<file path="src/rtl/ioctl_loader_pkg.sv">
// Shared types and constants for the ioctl-to-PC88 loader bridge.
// The FIFO entry address field is sized by LDR_ADDR_W; keep the bridge's ADDR_W equal to it.
package ioctl_loader_pkg;

  localparam int          LDR_ADDR_W = 19;
  localparam logic [15:0] CRC16_POLY = 16'h1021;
  localparam logic [15:0] CRC16_INIT = 16'hFFFF;

  typedef enum logic [1:0] {
    IDLE,
    REQ,
    GAP,
    DONE
  } ldr_state_e;

  typedef struct packed {
    logic [LDR_ADDR_W-1:0] adr;
    logic [7:0]            dat;
  } fifo_entry_t;

  // CRC-16/CCITT over one byte, MSB first, no reflection.
  function automatic logic [15:0] crc16_byte(input logic [15:0] crc, input logic [7:0] dat);
    logic [15:0] c;
    c = crc ^ {dat, 8'h00};
    for (int i = 0; i < 8; i++) begin
      c = c[15] ? ((c << 1) ^ CRC16_POLY) : (c << 1);
    end
    return c;
  endfunction

endpackage

</file>
<file path="src/rtl/ldr_fifo.sv">
// Small synchronous FIFO of {addr,data} entries with first-word-fall-through head.
// DEPTH must be a power of two so the pointers wrap naturally.
module ldr_fifo
  import ioctl_loader_pkg::*;
#(
  parameter int DEPTH = 4,
  localparam int PTR_W = $clog2(DEPTH),
  localparam int CNT_W = PTR_W + 1
) (
  input  logic             clk_sys,
  input  logic             reset,
  input  logic             push,
  input  logic             pop,
  input  fifo_entry_t      din,
  output fifo_entry_t      head,
  output logic [CNT_W-1:0] count,
  output logic             full,
  output logic             empty
);

  fifo_entry_t      mem [DEPTH];
  logic [PTR_W-1:0] wr_ptr;
  logic [PTR_W-1:0] rd_ptr;
  logic             do_push;
  logic             do_pop;

  assign full    = (count == CNT_W'(DEPTH));
  assign empty   = (count == '0);
  assign do_push = push & ~full;
  assign do_pop  = pop & ~empty;
  assign head    = mem[rd_ptr];

  // NOTE: storage has no reset; an entry is only read after it was written, and reset clears the pointers.
  always_ff @(posedge clk_sys) begin
    if (do_push) mem[wr_ptr] <= din;
  end

  // NOTE: sequential state uses non-blocking assignments so every flop sees pre-edge values.
  always_ff @(posedge clk_sys) begin
    if (reset) begin
      wr_ptr <= '0;
      rd_ptr <= '0;
      count  <= '0;
    end else begin
      if (do_push) wr_ptr <= wr_ptr + PTR_W'(1);
      if (do_pop)  rd_ptr <= rd_ptr + PTR_W'(1);
      case ({do_push, do_pop})
        2'b10:   count <= count + CNT_W'(1);
        2'b01:   count <= count - CNT_W'(1);
        default: count <= count;
      endcase
    end
  end

endmodule

</file>
<file path="src/rtl/ioctl_loader_bridge.sv">
// Buffers HPS ioctl download bytes and replays them to the PC88 loader with a req/ack handshake.
// Define IOCTL_LOADER_CRC_EN to compute a CRC-16/CCITT of accepted bytes on crc; otherwise crc is 0.
module ioctl_loader_bridge
  import ioctl_loader_pkg::*;
#(
  parameter int ADDR_W     = LDR_ADDR_W,
  parameter int FIFO_DEPTH = 4,
  parameter int GAP_CYC    = 1
) (
  input  logic              clk_sys,
  input  logic              reset,
  input  logic              ioctl_download,
  input  logic              ioctl_wr,
  input  logic [24:0]       ioctl_addr,
  input  logic [7:0]        ioctl_dout,
  output logic              ioctl_wait,
  output logic [ADDR_W-1:0] ldr_adr,
  output logic [7:0]        ldr_wdat,
  output logic              ldr_oe,
  output logic              ldr_wr,
  input  logic              ldr_ack,
  output logic              ldr_done,
  output logic              range_err,
  output logic              ovf_err,
  output logic [15:0]       crc
);

  localparam int CNT_W = $clog2(FIFO_DEPTH) + 1;
  localparam int GAP_W = (GAP_CYC > 1) ? $clog2(GAP_CYC) : 1;

  ldr_state_e       state_q, state_d;
  logic             old_dl, old_ack;
  logic             dl_rise, ack_rise;
  logic             accept, range_bad, push, pop;
  logic [GAP_W-1:0] gap_cnt;
  fifo_entry_t      din, head;
  logic [CNT_W-1:0] count;
  logic             full, empty;

  assign dl_rise   = ioctl_download & ~old_dl;
  assign ack_rise  = ldr_ack & ~old_ack;
  assign accept    = ioctl_wr & ioctl_download & ~ldr_done;
  assign range_bad = |ioctl_addr[24:ADDR_W];
  assign push      = accept & ~range_bad & ~full;
  assign pop       = (state_q == REQ) & ack_rise;
  assign din       = '{adr: ioctl_addr[ADDR_W-1:0], dat: ioctl_dout};
  assign ldr_wr    = (state_q == REQ);

  ldr_fifo #(.DEPTH(FIFO_DEPTH)) u_fifo (
    .clk_sys (clk_sys),
    .reset   (reset),
    .push    (push),
    .pop     (pop),
    .din     (din),
    .head    (head),
    .count   (count),
    .full    (full),
    .empty   (empty)
  );

  // NOTE: next state gets its default before the case, so no path leaves it unassigned (no latch).
  always_comb begin
    state_d = state_q;
    case (state_q)
      IDLE: begin
        if (!empty)                        state_d = REQ;
        else if (!ioctl_download && ldr_oe) state_d = DONE;
      end
      REQ:     if (ack_rise) state_d = GAP;
      GAP:     if (gap_cnt == GAP_W'(GAP_CYC - 1)) state_d = IDLE;
      DONE:    state_d = IDLE;
      default: state_d = IDLE;
    endcase
  end

  always_ff @(posedge clk_sys) begin
    if (reset) begin
      state_q    <= IDLE;
      old_dl     <= 1'b0;
      old_ack    <= 1'b0;
      gap_cnt    <= '0;
      ldr_adr    <= '0;
      ldr_wdat   <= '0;
      ldr_oe     <= 1'b0;
      ldr_done   <= 1'b0;
      range_err  <= 1'b0;
      ovf_err    <= 1'b0;
      ioctl_wait <= 1'b0;
    end else begin
      state_q    <= state_d;
      old_dl     <= ioctl_download;
      old_ack    <= ldr_ack;
      gap_cnt    <= (state_q == GAP) ? gap_cnt + GAP_W'(1) : '0;
      ioctl_wait <= (count >= CNT_W'(FIFO_DEPTH - 1));
      if (state_q == IDLE && state_d == REQ) begin
        ldr_adr  <= head.adr;
        ldr_wdat <= head.dat;
      end
      if (state_q == DONE) begin
        ldr_done <= 1'b1;
        ldr_oe   <= 1'b0;
      end
      // A new download wins over a stale completion; drops in the same cycle belong to it.
      if (dl_rise) begin
        ldr_done  <= 1'b0;
        range_err <= 1'b0;
        ovf_err   <= 1'b0;
        ldr_oe    <= 1'b1;
      end
      if (accept && range_bad)          range_err <= 1'b1;
      if (accept && !range_bad && full) ovf_err   <= 1'b1;
    end
  end

`ifdef IOCTL_LOADER_CRC_EN
  logic [15:0] crc_q;

  always_ff @(posedge clk_sys) begin
    if (reset)        crc_q <= CRC16_INIT;
    else if (push)    crc_q <= crc16_byte(dl_rise ? CRC16_INIT : crc_q, ioctl_dout);
    else if (dl_rise) crc_q <= CRC16_INIT;
  end

  assign crc = crc_q;
`else
  assign crc = 16'h0000;
`endif

endmodule
</file>
<file path="config.mk">
export PLATFORM = sky130hd
export DESIGN_NAME = ioctl_loader_bridge
export DESIGN_NICKNAME = d
export VERILOG_FILES = /design/src/rtl/ioctl_loader_pkg.sv /design/src/rtl/ldr_fifo.sv /design/src/rtl/ioctl_loader_bridge.sv
export SDC_FILE = /design/constraint.sdc
export NUM_CORES = 1
export LEC_CHECK = 0
export CAP_MARGIN = 20
export CORE_MARGIN = 2
export CORE_UTILIZATION = 40
export CTS_BUF_LIST = sky130_fd_sc_hd__clkbuf_8
export CTS_CLUSTER_DIAMETER = 50
export DETAILED_ROUTE_END_ITERATION = 10
export PLACE_DENSITY = 0.7
export SLEW_MARGIN = 20
export SYNTH_ARGS = -nofsm -noshare
export SYNTH_HDL_FRONTEND = slang
export SYNTH_SLANG_ARGS = --single-unit
</file>
<file path="constraint.sdc">
create_clock -name clk_sys -period 2.5 [get_ports clk_sys]
set_clock_uncertainty 0.05 [all_clocks]
set_input_delay 0.5 -clock clk_sys [delete_from_list [all_inputs] [get_ports clk_sys]]
set_output_delay 0.5 -clock clk_sys [all_outputs]
set_load 0.005 [all_outputs]
</file>
==> impl_metrics.py <==
metrics = {
    "routing": {
        "route.final.wire_length_um": 10310,
        "drc": 0,
        "drt-initial-drc-count": 188,
        "vias": 3017,
        "ant_nets": 0,
        "dr.pass1.iters": 4,
        "wire_per_inst_um": 17.04,
        "vias_per_cell": 4.987,
    },
    "worst_setup_path": {
        "critPathTopFamily": "simple AND/OR/NAND/NOR gates",
        "cpMostUsedCell": "inv_1",
        "crit_path_end_kind": "register",
        "setup.worst_path.class": "reg -> reg",
        "cp_max_fo": 6,
        "worst_setup_path_start_kind": "register",
        "crit_path_start": "u_fifo.count[2]",
        "cp.arrival_ns": 2.63,
        "crit_slowest_cell": "dfxtp_1",
        "crit_required_ns": 2.81,
        "crit_chain": "nor3b_2 > and4bb_2 > inv_1 > ha_1 > inv_1 > fa_1 > xor2_1 > or3_1 > a21oi_1",
        "slowest_delay_ns": 0.42,
        "cp_num_buf_inv": 2,
        "timing.rr.start": "u_fifo.count[2]",
        "r2r_setup_slack_ns": 0.18,
        "r2r_cells": 9,
        "r2r_end": "u_fifo.count[2]",
    },
    "timing": {
        "maxSlewHeadroom": 0.4637,
        "hold_viol_final": 0,
        "fmax_ghz": 0.4318,
        "tns_ns": 0,
        "worst_pin_slew_ns": 0.8044,
        "final-max-slew-violation-count": 0,
        "fin_crit_ns": 2.316,
        "fin_ws_ns": 0.1840,
        "rsz0062_at_grt": "false",
        "final-setup-viol-count": 0,
        "fin_crit_sh": 0.9264,
    },
    "clocking": {
        "cts.sinks": 152,
        "htree_levels": 4,
        "cts_made_buffers": 17,
        "root_buffer": "clkbuf_8",
        "cts_tree": "built",
        "cts_setup_buffers": 0,
        "clockBufferDepth": 2,
        "clkTransAtPathRegs_ns": 0.07,
        "ctsHoldBuffers": 0,
        "clk_latency_ns": 0.43,
    },
    "layout": {
        "mostFrequentLayoutCells": "edfxtp_1, clkdlybuf4s50_1, dfxtp_1",
        "nets": 456,
        "mostFrequentLayoutCell": "edfxtp_1",
        "syn2layout_area_growth_pct": 25.85,
        "stdcell_count": 605,
        "utilization": 0.5169,
        "drive_gt1_frac": 0.2235,
        "diodes": 0,
    },
    "floorplanning": {
        "die_area_sq_mm": 0.01523,
        "start_util": 0.4108,
        "rows": 43,
        "fp.coreArea_sq_mm": 0.01388,
        "dieWidth_um": 123.4,
        "ios": 87,
        "die_h_um": 123.4,
    },
    "place": {
        "port_buffers": 70,
        "gp_congestion": 0.7023,
        "place_inst": 573,
        "dp_hpwl_um": 6520,
        "place_ws_ns": -0.2070,
    },
    "logic_synthesis": {
        "synth-edff-count": 108,
        "ys_types": 41,
        "netlist_instances": 313,
        "yosysWarnings": 0,
        "syn_avg_cell_area_sq_um": 18.22,
        "synth.ff_latch_count": 152,
        "synthArstFlopShare": 0,
        "ys.flop_type": "edfxtp_1",
        "syn_area_sq_mm": 0.005702,
        "yosysSeqAreaShare": 0.7233,
    },
    "global_route": {
        "overflow": 0,
        "grt_usage": 0.1468,
        "antenna_found_initial": 0,
        "grt_pass1_vias": 3070,
        "grt_max_degree": 30,
        "grt_pass1_wl_um": 16100,
    },
    "status": {
        "status": "finished clean",
    },
    "power": {
        "powerDensity_mw_per_mm2": 662.9,
        "p_leak_nw": 2.387,
        "ir_drop_mv": 0.3841,
    },
    "min_path": {
        "whs_path_depth": 1,
        "holdCritPathClass": "reg -> reg",
        "holdPathEnd": "gap_cnt",
        "hp-start": "gap_cnt",
    },
    "job": {
        "drv_cap": 0,
    },
}
==> kinds of logic after synthesis <==
family          synth area share
compound gates           0.06232
xor+xnor                0.003073
fa+ha+maj                0.01448
buf+inv                  0.03687
flops                     0.7233
mux                       0.1104
other cells            0.0006577
simple gates             0.04893
==> sequential cells by signal (all words and copies together), names as in the netlist, 2 cells and up <==
register / cells
u_fifo.mem: 108
ldr_adr: 19
ldr_wdat: 8
u_fifo.count: 3
state_q: 2
u_fifo.rd_ptr: 2
u_fifo.wr_ptr: 2
==> cell type report <==
class | count | area (sq um)
sequential | 152 | 4126
multi-input combinational | 139 | 1434
clock inverter | 12 | 137.6
timing repair buffer | 95 | 950.9
fill | 1123 | 6705
clock buffer | 20 | 275.3
tap | 180 | 225.2
inverter | 7 | 26.28
==> power breakdown <==
group	internal [mW]	total [mW]	switching, mW
registers	2.70	2.70	0.00520
logic	0.0860	0.158	0.0721
clock network	1.05	1.89	0.843
==> worst max path at each step <==
| stage | end | slack [ns] | cells past startpoint |
|---|---|---|---|
| 2_1_floorplan | u_fifo.mem[0][0] | 0.23 | 3 |
| 3_3_place_gp | u_fifo.count[2] | -0.11 | 10 |
| 3_5_place_dp | u_fifo.count[2] | -0.21 | 10 |
| 4_1_cts | u_fifo.count[2] | 0.09 | 9 |
| 5_1_grt | u_fifo.count[2] | 0.002 | 9 |
| 6_report | u_fifo.count[2] | 0.18 | 9 |
==> Yosys cell counts (2+ instances only) <==
cell type  instances  area (sq um)
a22o_1            28         245.2
a21oi_1            7         35.03
or3_1              2         12.51
dfxtp_1           44         880.8
ha_1               5         62.56
and2_1             4         25.02
buf_2              9         45.04
xor2_1             2         17.52
o21ai_0            3         15.01
inv_1              7         26.28
nand3b_1           2         15.01
nand2b_1           3         18.77
clkbuf_1           4         15.01
nor2_1            12         45.04
edfxtp_1         108          3243
nor2b_1            4         25.02
nand2_1            4         15.01
mux4_2            27         608.1
buf_4             16         120.1
==> what timing repair did <==
action / CTS / global route
gates resized for setup: 0 / 1
endpoints found under the hold margin: 0 / 0
setup endpoints to repair: 0 / 1
==> worst register-to-register path: cells and delay by family, from the launching register on <==
| family | cells | cell delay (ns) |
|---|---|---|
| adders and majority gates | 2 | 0.54 |
| xor gates and xnor gates | 1 | 0.16 |
| buffers and inverters | 2 | 0.12 |
| and+or+nand+nor | 3 | 0.81 |
| AOI/OAI and AO/OA | 1 | 0.15 |
| DFF | 1 | 0.42 |
==> per-stage QoR <==
step	instance area [sq um]	power (mW)	hold WS (ns)
after floorplan	5758	2.828	0.3516
after global placement	6758	2.915	0.3668
after detailed placement	6758	2.920	0.3667
after CTS	7171	4.811	0.3777
after global routing	7176	4.940	0.4162
final	7176	4.756	0.3765
==> metal layers <==
layer  vias up  GRT usage  wire (um)
met2        82     0.2328       5034
met3         8    0.04797        514
met5         -          0          0
met4         0    0.05114         94
met1      1533     0.1904       4665
li1       1394          -          -
(Power assumes the default switching activity.)
